`src/rtl/mul8_pkg.sv`:
```
// Shared definitions for the sequential shift-and-add 8x8 multiplier.
//   WIDTH       : operand width, fixed by the shared 8-bit adder
//   CNT_W       : iteration counter width (8 iterations)
//   mul_state_t : control FSM states
package mul8_pkg;

    localparam int unsigned WIDTH = 8;
    localparam int unsigned CNT_W = 3;

    typedef enum logic [1:0] {
        IDLE = 2'd0,
        RUN  = 2'd1,
        DONE = 2'd2
    } mul_state_t;

endpackage

```
`src/rtl/ripplemod.sv`:
```
// 8-bit ripple-carry adder built from a chain of full-adder stages.
//   a, b : addends
//   cin  : carry into bit 0
//   sum  : 8-bit sum
//   cout : carry out of bit 7
module ripplemod (
    input  logic [7:0] a,
    input  logic [7:0] b,
    input  logic       cin,
    output logic [7:0] sum,
    output logic       cout
);

    logic [8:0] carry;

    always_comb begin
        carry    = '0;
        sum      = '0;
        carry[0] = cin;
        for (int i = 0; i < 8; i++) begin
            sum[i]     = a[i] ^ b[i] ^ carry[i];
            carry[i+1] = (a[i] & b[i]) | (carry[i] & (a[i] ^ b[i]));
        end
    end

    assign cout = carry[8];

endmodule

```
`src/rtl/shift_add_mul8.sv`:
```
// Sequential 8x8 unsigned multiplier. One shared ripple adder is reused over
// eight shift-and-add iterations to build a 16-bit product.
//   clk, rst                   : clock, synchronous active-high reset
//   start_valid / start_ready  : operand handshake (a, b sampled on accept)
//   busy                       : high while an operation is in RUN or DONE
//   result_valid / result_ready: product handshake
//   product                    : {acc, q}, registered
module shift_add_mul8 #(
    parameter int WIDTH = 8
) (
    input  logic                 clk,
    input  logic                 rst,
    input  logic                 start_valid,
    output logic                 start_ready,
    input  logic [WIDTH-1:0]     a,
    input  logic [WIDTH-1:0]     b,
    output logic                 busy,
    output logic                 result_valid,
    input  logic                 result_ready,
    output logic [2*WIDTH-1:0]   product
);

    import mul8_pkg::*;

    // The adder is a fixed 8-bit block, so no other operand width can work.
    if (WIDTH != mul8_pkg::WIDTH) begin : g_width_check
        $error("shift_add_mul8: WIDTH must be 8");
    end

    mul_state_t       state;
    logic [WIDTH-1:0] m;
    logic [WIDTH-1:0] acc;
    logic [WIDTH-1:0] q;
    logic [CNT_W-1:0] cnt;

    logic [WIDTH-1:0] addend;
    logic [WIDTH-1:0] sum;
    logic             cout;

    // Add the multiplicand only when the current multiplier LSB is set.
    assign addend = q[0] ? m : '0;

    ripplemod u_adder (
        .a    (acc),
        .b    (addend),
        .cin  (1'b0),
        .sum  (sum),
        .cout (cout)
    );

    always_ff @(posedge clk) begin
        if (rst) begin
            state <= IDLE;
            m     <= '0;
            acc   <= '0;
            q     <= '0;
            cnt   <= '0;
        end else begin
            case (state)
                IDLE: begin
                    if (start_valid) begin
                        m     <= a;
                        q     <= b;
                        acc   <= '0;
                        cnt   <= '0;
                        state <= RUN;
                    end
                end
                RUN: begin
                    // Right shift of {cout, sum, q}: the carry lands in acc[7]
                    // and the sum LSB moves into the low half.
                    acc <= {cout, sum[WIDTH-1:1]};
                    q   <= {sum[0], q[WIDTH-1:1]};
                    cnt <= cnt + CNT_W'(1);
                    if (cnt == {CNT_W{1'b1}}) begin
                        state <= DONE;
                    end
                end
                DONE: begin
                    if (result_ready) begin
                        state <= IDLE;
                    end
                end
                default: state <= IDLE;
            endcase
        end
    end

    assign start_ready  = (state == IDLE);
    assign busy         = (state == RUN) || (state == DONE);
    assign result_valid = (state == DONE);
    assign product      = {acc, q};

endmodule

```
`config.mk`:
```
export PLATFORM = sky130hd
export DESIGN_NAME = shift_add_mul8
export DESIGN_NICKNAME = d
export VERILOG_FILES = /design/src/rtl/mul8_pkg.sv /design/src/rtl/ripplemod.sv /design/src/rtl/shift_add_mul8.sv
export SDC_FILE = /design/constraint.sdc
export NUM_CORES = 1
export LEC_CHECK = 0
export BUFFER_PORTS_ARGS = -buffer_cell sky130_fd_sc_hd__buf_2
export CORE_ASPECT_RATIO = 0.75
export CORE_MARGIN = 2
export CORE_UTILIZATION = 45
export DETAILED_ROUTE_END_ITERATION = 10
export PLACE_DENSITY = 0.68
export SLEW_MARGIN = 20
export SYNTH_ARGS = -nofsm -noshare
export SYNTH_HDL_FRONTEND = slang
export SYNTH_HIERARCHICAL = 1
export SYNTH_SLANG_ARGS = --single-unit
```
`constraint.sdc`:
```
create_clock -name clk -period 5.13 [get_ports clk]
set_input_delay 0.513 -clock clk [delete_from_list [all_inputs] [get_ports clk]]
set_output_delay 0.513 -clock clk [all_outputs]
set_load 0.1 [all_outputs]
```
Yosys cells after proc, flatten, opt, wreduce, memory -nomap -nowiden
Index checks and enable logic that the tools add are counted.
{"block": "word_totals", "ff_bits": 29, "in_bits": 20, "out_inout_bits": 19}
{"block": "classes", "add_sub_neg": 1, "n_eq_ne": 6, "mux": 11, "bitwise_logic": 37, "reduce_logical": 6}
{"operator": "$pmux 8 s2", "count": 2}
{"operator": "$mux 8", "count": 3}
{"operator": "$and 1x1->1", "count": 15}
{"operator": "$xor 1x1->1", "count": 15}
{"operator": "$or 1x1->1", "count": 7}
{"operator": "$mux 2", "count": 3}
{"operator": "$pmux 2 s3", "count": 1}
{"operator": "$pmux 3 s2", "count": 1}
{"operator": "$ne 2x2->1 const B", "count": 2}
{"operator": "$reduce_and 2->1", "count": 2}
{"operator": "$add 3x1->3 const B", "count": 1}
{"operator": "$eq 3x3->1 const B", "count": 1}
{"operator": "$mux 3", "count": 1}
{"operator": "$reduce_and 3->1", "count": 1}
{"operator": "$eq 2x1->1 const B", "count": 1}
{"operator": "$eq 2x2->1 const B", "count": 1}
{"operator": "$logic_not 2->1", "count": 1}
{"operator": "$ne 2x1->1 const B", "count": 1}
{"operator": "$reduce_bool 2->1", "count": 1}
{"operator": "$logic_or 1x1->1", "count": 1}

Depth between registers and ports, before layout
Gate-level depths: netlist of the first run.
{"block": "logic_depth", "word_depth": 17, "depth_mapped": 16, "mapped_depth_nobuf": 16}

By module
Netlist of the first run, hierarchy kept.
{"module": "shift_add_mul8", "n_inst": 1, "cells_each": 152, "area_per_inst_um2": 1481.4, "seq_area_each_um2": 580.6}
{"module": "ripplemod", "n_inst": 1, "cells_each": 18, "area_per_inst_um2": 197.7, "seq_area_each_um2": 0.0}

Least setup slack after synthesis of the first run
Ideal clock, no wire load.
{"block": "synth_path", "kind": "reg-to-reg", "startpoint": "register q[0]", "endpoint": "register acc[7]", "setup_time_ns": 0.128, "arrival_ns": 4.267, "setup_slack_ns": 0.735, "path_stages_with_launch": 17, "path_buffers": 0, "synth_period_minus_slack_ns": 4.395, "path_cell_list": "dfxtp_1 and2_1 fa_1 inv_1 fa_1 inv_1 fa_1 fa_1 fa_1 fa_1 fa_1 inv_1 fa_1 inv_1 mux2_1 a222oi_1 nor2_1"}
{"block": "synth_between", "elab_chain_len": 17, "elab_cells_between_ends": 31, "classes_between": "mux: 2; bitwise: 29"}
{"item": "from (decl)", "line_no": "shift_add_mul8.sv:33", "rtl": "logic [WIDTH-1:0] q;"}
{"item": "from (signal assigned)", "line_no": "shift_add_mul8.sv:73", "rtl": "q <= {sum[0], q[WIDTH-1:1]};"}
{"item": "$mux 8", "line_no": "shift_add_mul8.sv:41", "rtl": "assign addend = q[0] ? m : '0;"}
{"item": "via addend[0]", "line_no": "shift_add_mul8.sv:36", "rtl": "logic [WIDTH-1:0] addend;"}
{"item": "$and 1x1->1 (2 in series)", "line_no": "ripplemod.sv:22", "rtl": "carry[i+1] = (a[i] & b[i]) | (carry[i] & (a[i] ^ b[i]));"}
{"item": "$or 1x1->1", "line_no": "ripplemod.sv:22"}
{"item": "$and 1x1->1", "line_no": "ripplemod.sv:22"}
{"item": "$or 1x1->1", "line_no": "ripplemod.sv:22"}
{"item": "$and 1x1->1", "line_no": "ripplemod.sv:22"}
{"item": "$or 1x1->1", "line_no": "ripplemod.sv:22"}
{"item": "(+2 left out)"}
{"item": "$and 1x1->1", "line_no": "ripplemod.sv:22"}
{"item": "$or 1x1->1", "line_no": "ripplemod.sv:22"}
{"item": "$and 1x1->1", "line_no": "ripplemod.sv:22"}
{"item": "$or 1x1->1", "line_no": "ripplemod.sv:22"}
{"item": "$and 1x1->1", "line_no": "ripplemod.sv:22"}
{"item": "$or 1x1->1", "line_no": "ripplemod.sv:22"}
{"item": "via cout", "line_no": "shift_add_mul8.sv:38", "rtl": "logic cout;"}
{"item": "$pmux 8 s2", "line_no": "shift_add_mul8.sv:59", "rtl": "case (state)"}
{"item": "to (signal assigned)", "line_no": "shift_add_mul8.sv:72", "rtl": "acc <= {cout, sum[WIDTH-1:1]};"}
{"item": "to (decl)", "line_no": "shift_add_mul8.sv:32", "rtl": "logic [WIDTH-1:0] acc;"}
The timed path passes the listed nets, and every way through them passes these cells.
A chain may end at the register's enable or synchronous reset.

Worst setup path in the final report of the first run
{"block": "layout_path", "startpoint": "register q[0]", "endpoint": "register acc[6]"}
{"block": "layout_between", "elab_chain_len": 16, "elab_cells_between_ends": 29, "classes_between": "mux: 2; bitwise: 27"}
{"item": "$mux 8", "line_no": "shift_add_mul8.sv:41"}
{"item": "via addend[0]", "line_no": "shift_add_mul8.sv:36"}
{"item": "$and 1x1->1 (2 in series)", "line_no": "ripplemod.sv:22"}
{"item": "$or 1x1->1", "line_no": "ripplemod.sv:22"}
{"item": "$and 1x1->1", "line_no": "ripplemod.sv:22"}
{"item": "$or 1x1->1", "line_no": "ripplemod.sv:22"}
{"item": "$and 1x1->1", "line_no": "ripplemod.sv:22"}
{"item": "$or 1x1->1", "line_no": "ripplemod.sv:22"}
{"item": "$and 1x1->1", "line_no": "ripplemod.sv:22"}
{"item": "$or 1x1->1", "line_no": "ripplemod.sv:22"}
{"item": "$and 1x1->1", "line_no": "ripplemod.sv:22"}
{"item": "$or 1x1->1", "line_no": "ripplemod.sv:22"}
{"item": "$and 1x1->1", "line_no": "ripplemod.sv:22"}
{"item": "$or 1x1->1", "line_no": "ripplemod.sv:22"}
{"item": "$xor 1x1->1", "line_no": "ripplemod.sv:21", "rtl": "sum[i] = a[i] ^ b[i] ^ carry[i];"}
{"item": "via sum[7]", "line_no": "shift_add_mul8.sv:37", "rtl": "logic [WIDTH-1:0] sum;"}
{"item": "$pmux 8 s2", "line_no": "shift_add_mul8.sv:59"}
The timed path passes the listed nets, and every way through them passes these cells.

==> results.toml, run 1 <==
[sta]
rsz0062_at_grt = "false"
worstMarginPinSlew_ns = 0.6291
fin_ws_ns = 1.015
relSlewSlack_pct = 58.06
period_needed_ns = 4.115
final_hold_viol_count = 0
setup_viol = 0
setup_tns_ns = 0
finalMaxSlewViolations = 0
max_freq_mhz = 243.0
skew_ns = 0.005217
fin_crit_sh_pct = 80.22

[floorplan]
die_area_mm2 = 0.004241
rows = 19
coreArea_mm2 = 0.003613
die_h_um = 56.90
io_pins = 39
die_w_um = 74.54
start_util_pct = 46.47

[min_path]
hold_start = "m[5]$_SDFFE_PP0P_"
hold_path_class = "flip-flop to flip-flop"

[global_routing]
grt_pass1_wl_um = 5361
grt_pass1_vias = 1185
grt_max_degree = 32
antenna_found_initial = 0
overflow = 0
grtUsageTotal_pct = 16.62

[synthesis]
synth-seq-area-share_pct = 34.58
synth.net_count = 204
ys_seq_elements = 29
synth.avg_cell_area_um2 = 9.877
netlist_area_mm2 = 0.001679
yosys.cell_types.count = 25
syn_inst = 170
synth-warning-count = 6

[place]
place_hpwl_um = 2301
gp_congestion = 0.7171
pre_cts_ws_ns = 1.033
port_buffers = 38

[critical_path]
worst_ep_required_time_ns = 5.28
r2r_start = "q[0]$_SDFFE_PP0P_"
crit_start = "q[0]$_SDFFE_PP0P_"
worstPathArrival_ns = 4.26
crit_type = "flip-flop to flip-flop"
endpoint_kind = "flip-flop"
worst-path-max-fanout = 10
crit_path_start_kind = "flip-flop"

[cts]
postCtsSetupBuffers = 0
cts.clk_slew.worst_paths_ns = 0.06
cts_buffers = 5
cts_tree = "yes"
cts_max_path_buffers = 2
cts.htree.levels = 2
cts_resized = 0
cts.sinks = 29
cts_hold_buf = 0
clock-root-buffer = "clkbuf_8"
clkLatencyLatePin_ns = 0.29

[routing]
initialDrtViolationCount = 74
drcViolationCount = 0
drt_first_pass_iters = 4
vias_per_cell = 4.977
routed-via-count = 1289
wirelength_um = 3232
wl_per_cell_um = 12.48
final_antenna_net_count = 0

[layout]
drive_above_1_share_pct = 28.02
synthToLayoutAreaGrowth_pct = 16.77
antenna_cells = 0
nNetsFinal = 240

[pwr]
p_total_uw = 1077
leakagePower_uw = 0.0009021
power_density_mw_per_mm2 = 549.2
ir_worst_vdd_v = 0.0003364

[run_status]
status = "finished, final reports clean"

[flow_run]
cap_violations = 0
routing by layer:
layer	share of wire, %	up-vias	global-route usage [%]	routed length (µm)
li1	-	659	-	-
met1	51	598	24.16	1663
met2	42	30	22.63	1350
met3	5.8	2	6.284	189
met4	0.90	0	5.357	29
met5	0	-	0	0
final cells by class:
type	instances	area, µm²
timing repair buffer	39	205.2
inverter	15	56.30
tap	52	65.06
multi-input combinational	116	970.9
sequential	29	580.6
clock inverter	2	10.01
fill	365	1653
clock buffer	6	72.57
worst max-delay path, cell delays in order, from the launching register on:
cell and delay, ns:
dfxtp_1 0.38, and2_1 0.19, fa_1 0.39, inv_1 0.07
fa_1 0.15, inv_1 0.05, fa_1 0.37, fa_1 0.39
fa_1 0.39, fa_1 0.39, fa_1 0.36, inv_1 0.07
fa_1 0.15, inv_1 0.05, mux2_1 0.29, a222oi_1 0.22
nor2_1 0.06
state kept, by name, indices dropped and copies added, names as in the netlist:
signal,flops
acc,8
cnt,3
m,8
q,8
state,2
metrics by stage:
stage	hold slack [ns]	util, %	cell area [µm²]	std cells
CTS	0.4515	53.84	1946	258
floorplan	0.4317	-	1679	170
global route	0.4721	54.26	1961	259
global placement	0.4431	51.56	1863	250
detailed placement	0.4432	51.56	1863	250
finish	0.4491	54.26	1961	259
where the power goes:
part	leakage, µW	switching, µW	internal, µW
registers	0.000237	34.1	270
clock network	0.0000450	88.1	93.7
logic	0.000620	450	141
cell usage after synthesis:
cell type  count  area [µm²]
nand2b_1       4       25.02
and2b_1        1       7.510
mux2i_1       11       110.1
buf_2          2       10.01
inv_1         15       56.30
mux2_1         7       78.83
conb_1         1       3.750
or3b_1         1       8.760
nand3_1        8       40.04
mux2_2         2       22.52
mux2_4         1       15.01
nor2_1        17       63.81
clkbuf_1       3       11.26
dfxtp_1       29       580.6
a211oi_2       8       100.1
a222oi_1       9       90.09
buf_6          4       45.04
nand2_1       11       41.29
ha_1           6       75.07
fa_1           8       160.2
a21oi_1       10       50.05
clkbuf_2       1       5.000
and2_1         9       56.30
a221oi_2       1       15.01
nand3b_1       1       7.510
layout by cell type, fill, tap and decap left out:
| master | n |
|---|---|
| ha_1 | 6 |
| a222oi_1 | 9 |
| nand3_1 | 8 |
| nand3b_1 | 1 |
| clkbuf_1 | 1 |
| mux2i_1 | 11 |
| conb_1 | 1 |
| nand2_1 | 11 |
| buf_8 | 1 |
| dfxtp_1 | 29 |
| nand2b_1 | 4 |
| clkinv_2 | 2 |
| nor2_1 | 17 |
| a21oi_1 | 10 |
| mux2_4 | 1 |
| clkbuf_8 | 5 |
| and2_1 | 9 |
| a211oi_2 | 8 |
| inv_1 | 15 |
| and2b_1 | 1 |
| fa_1 | 8 |
| buf_2 | 38 |
| mux2_2 | 2 |
| or3b_1 | 1 |
| a221oi_2 | 1 |
| mux2_1 | 7 |
logic make-up after synthesis:
family / after synthesis / synth area share, %
other: 1 / 0.2233
AND/OR/NAND/NOR: 52 / 14.90
multiplexers: 21 / 13.49
buffers and inverters: 25 / 7.600
adder cells (fa/ha/maj): 14 / 14.01
flip-flops: 29 / 34.58
AO/OA/AOI/OAI: 28 / 15.20
path summary, 6_finish.rpt:
check / slack [ns] / cells after the start / to
worst max-delay path: 1.01 / 16 / acc[6]$_SDFFE_PP0P_
worst min register to register: 0.45 / 2 / m[5]$_SDFFE_PP0P_
worst min-delay path: 0.45 / 2 / m[5]$_SDFFE_PP0P_
worst max register to register: 1.01 / 16 / acc[6]$_SDFFE_PP0P_
Power figures use the tool's default switching activity.
==> run 2: changes to the inputs <==
- ABC_AREA: unset -> 1
- PLACE_DENSITY: 0.68 -> 0.69
- clock period: 5.13 -> 4 ns (I/O delays scaled with it)
==> run 2 against run 1 <==
Against the previous run:
- non-clock buffer count down 1
- wire length decreased by 2.8%
- clock skew fell by 0.0014 ns
- register-to-register slack got worse by 0.84 ns
- utilization rose by 1.1 points
- synthesized area is 9.5% lower
- largest cell class unchanged
- largest power group unchanged
- highest routed layer unchanged
==> results.toml, run 2 <==
[critical_path]
endpoint_kind = "flip-flop"
worst-path-max-fanout = 10
worst_ep_required_time_ns = 4.22
max_stage_delay_ns = 0.40
crit_type = "flip-flop to flip-flop"
crit_path_start_kind = "flip-flop"
slowest_stage = "fa_1"
reg2reg_depth = 16
worstPathArrival_ns = 4.04
cpMostUsedCell = "fa_1"
path_cells = "nand2_1, inv_1, fa_1, inv_1, fa_1, inv_1, fa_1, fa_2, fa_1, fa_2, fa_1, inv_1, fa_1, inv_1, nand3_1, a21oi_1"

[sta]
setup_viol = 0
relSlewSlack_pct = 44.87
setup_tns_ns = 0
worstMarginPinSlew_ns = 0.8269
period_needed_ns = 3.821
whs_ns = 0.3647
rsz0062_at_grt = "false"
final_hold_viol_count = 0
skew_ns = 0.003853
max_freq_mhz = 261.7
finalMaxSlewViolations = 0
fin_crit_sh_pct = 95.52

[synthesis]
synth_edf_count = 0
synth_top_family_by_area = "simple AND/OR/NAND/NOR gates"
synthSimpleGateAreaFrac_pct = 26.09
synth-seq-area-share_pct = 38.19
syn_inst = 206
ys_seq_elements = 29
synth_area_leaders = "dfxtp_1 (38%), nand2_1 (12%), fa_1 (11%)"
synth.top_cell.area_share_pct = 38.19
netlist_area_mm2 = 0.001520
synthTopCellsByCount = "nand2_1 (49), nor2_1 (37), dfxtp_1 (29)"
synth_compound_gate_area_share_pct = 10.53
yosys.cell_types.count = 18
synth-warning-count = 6
ys.flop_type = "dfxtp_1"
synth_xor_area_share_pct = 0
synth_fa_ha_area_share_pct = 15.47
synth.avg_cell_area_um2 = 7.380
synth_area_leader_cell = "dfxtp_1"
synth.net_count = 240
synth_most_common_cell = "nand2_1"
async_flop_share_pct = 0
synth_mux_area_share_pct = 0

[cts]
cts.sinks = 29
cts_resized = 0
postCtsSetupBuffers = 0
clock-root-buffer = "clkbuf_8"
clkLatencyLatePin_ns = 0.28
cts.clk_slew.worst_paths_ns = 0.06
cts.htree.levels = 2
cts_hold_buf = 0
cts_max_path_buffers = 2
cts_buffers = 5
cts_tree = "yes"

[routing]
wirelength_um = 3142
drcViolationCount = 0
wl_per_cell_um = 11.02
vias_per_cell = 4.723
initialDrtViolationCount = 121
final_antenna_net_count = 0
drt_first_pass_iters = 4
routed-via-count = 1346

[pwr]
p_total_uw = 1552
sw_frac_of_total_pct = 58.19
power.switching_uw = 902.8
pwr-share-seq_pct = 27.0
ir_worst_vdd_v = 0.0009569
p_comb_share_pct = 58.1
internal-power_uw = 648.8
leakagePower_uw = 0.0009512
power_density_mw_per_mm2 = 858.8
p_clk_share_pct = 14.9

[layout]
final_cell_mix = "nand2_1 (49), buf_2 (38), nor2_1 (37), dfxtp_1 (27), inv_1 (25)"
top_regs = "acc x8, m x8, q x8"
layout_commonest_cell = "nand2_1"
antenna_cells = 0
synthToLayoutAreaGrowth_pct = 18.85
nNetsFinal = 278
drive_above_1_share_pct = 23.27
stdcell_count = 285

[place]
place_inst = 277
place_hpwl_um = 2202
gp_congestion = 0.8224
port_buffers = 38

[floorplan]
coreArea_mm2 = 0.003266
start_util_pct = 46.55
die_h_um = 54.34
die_area_mm2 = 0.003864
io_pins = 39
rows = 18
die_w_um = 71.12

[flow_run]
cap_violations = 0

[min_path]
hold_depth = 3
hold_path_class = "input port to flip-flop"

[global_routing]
grtUsageTotal_pct = 18.61
grt_pass1_wl_um = 5416
grt_pass1_vias = 1204
grt_max_degree = 23
antenna_found_initial = 0
overflow = 0

[run_status]
status = "finished, final reports clean"
## run 2: changes by cell type after synthesis, sizes merged, moves of 10 or more
cell	previous run	this run
nand2	11	52
nor2	17	37
inv	15	26
mux2	10	0
o21ai	0	18
mux2i	11	0
## run 2: worst paths after layout
path                    endpoint  slack, ns                 from
min reg2reg  cnt[1]$_SDFFE_PP0P_       0.47  cnt[1]$_SDFFE_PP0P_
min            m[4]$_SDFFE_PP0P_       0.36                 a[4]
max reg2reg  acc[6]$_SDFFE_PP0P_       0.18    q[0]$_SDFFE_PP0P_
max          acc[6]$_SDFFE_PP0P_       0.18    q[0]$_SDFFE_PP0P_
## run 2: cells by family (layout without fill, tap and decap cells)
logic type / count (synthesis) / in the layout
buffers and inverters: 33 / 72
DFF: 29 / 29
adders and majority gates: 14 / 14
and+or+nand+nor: 100 / 100
AOI/OAI and AO/OA: 29 / 29
other: 1 / 1
## run 2: power groups by stage
stage	combinational [µW]	clock, µW	sequential, µW
2_1_floorplan	552	0	670
3_3_place_gp	900	0	421
3_5_place_dp	900	0	426
4_1_cts	905	235	420
5_1_grt	977	254	429
6_report	901	231	419
## run 2: final cells by class
cell class,count,area (µm²)
Tap cell,40,50.05
Sequential cell,29,585.6
Timing Repair Buffer,38,190.2
Multi-Input combinational cell,144,800.8
Clock inverter,2,10.01
Fill cell,324,1459
Clock buffer,6,72.57
Inverter,26,97.59
## run 2: critical path: cells and delay by family (launching register included)
kind / cells / cell delay, ns
AOI/OAI and AO/OA: 1 / 0.14
and+or+nand+nor: 2 / 0.15
DFF: 1 / 0.37
buffers and inverters: 5 / 0.31
adders and majority gates: 8 / 2.78
## run 2: stage by stage
| stage | utilization (%) | cell area (µm²) | setup slack, ns |
|---|---|---|---|
| final | 55.33 | 1807 | 0.1790 |
| after global routing | 55.33 | 1807 | 0.01401 |
| after CTS | 55.17 | 1802 | 0.08870 |
| after detailed placement | 52.64 | 1719 | 0.1185 |
| after global placement | 52.64 | 1719 | 0.1811 |
| after floorplan | - | 1526 | 0.01357 |
## run 2: layer usage
metal | vias up | GRT usage [%] | wire length, µm
met4 | 0 | 5.660 | 46
met3 | 7 | 7.919 | 208
met1 | 600 | 23.25 | 1531
met5 | - | 0 | 0
met2 | 33 | 29.75 | 1355
li1 | 706 | - | -
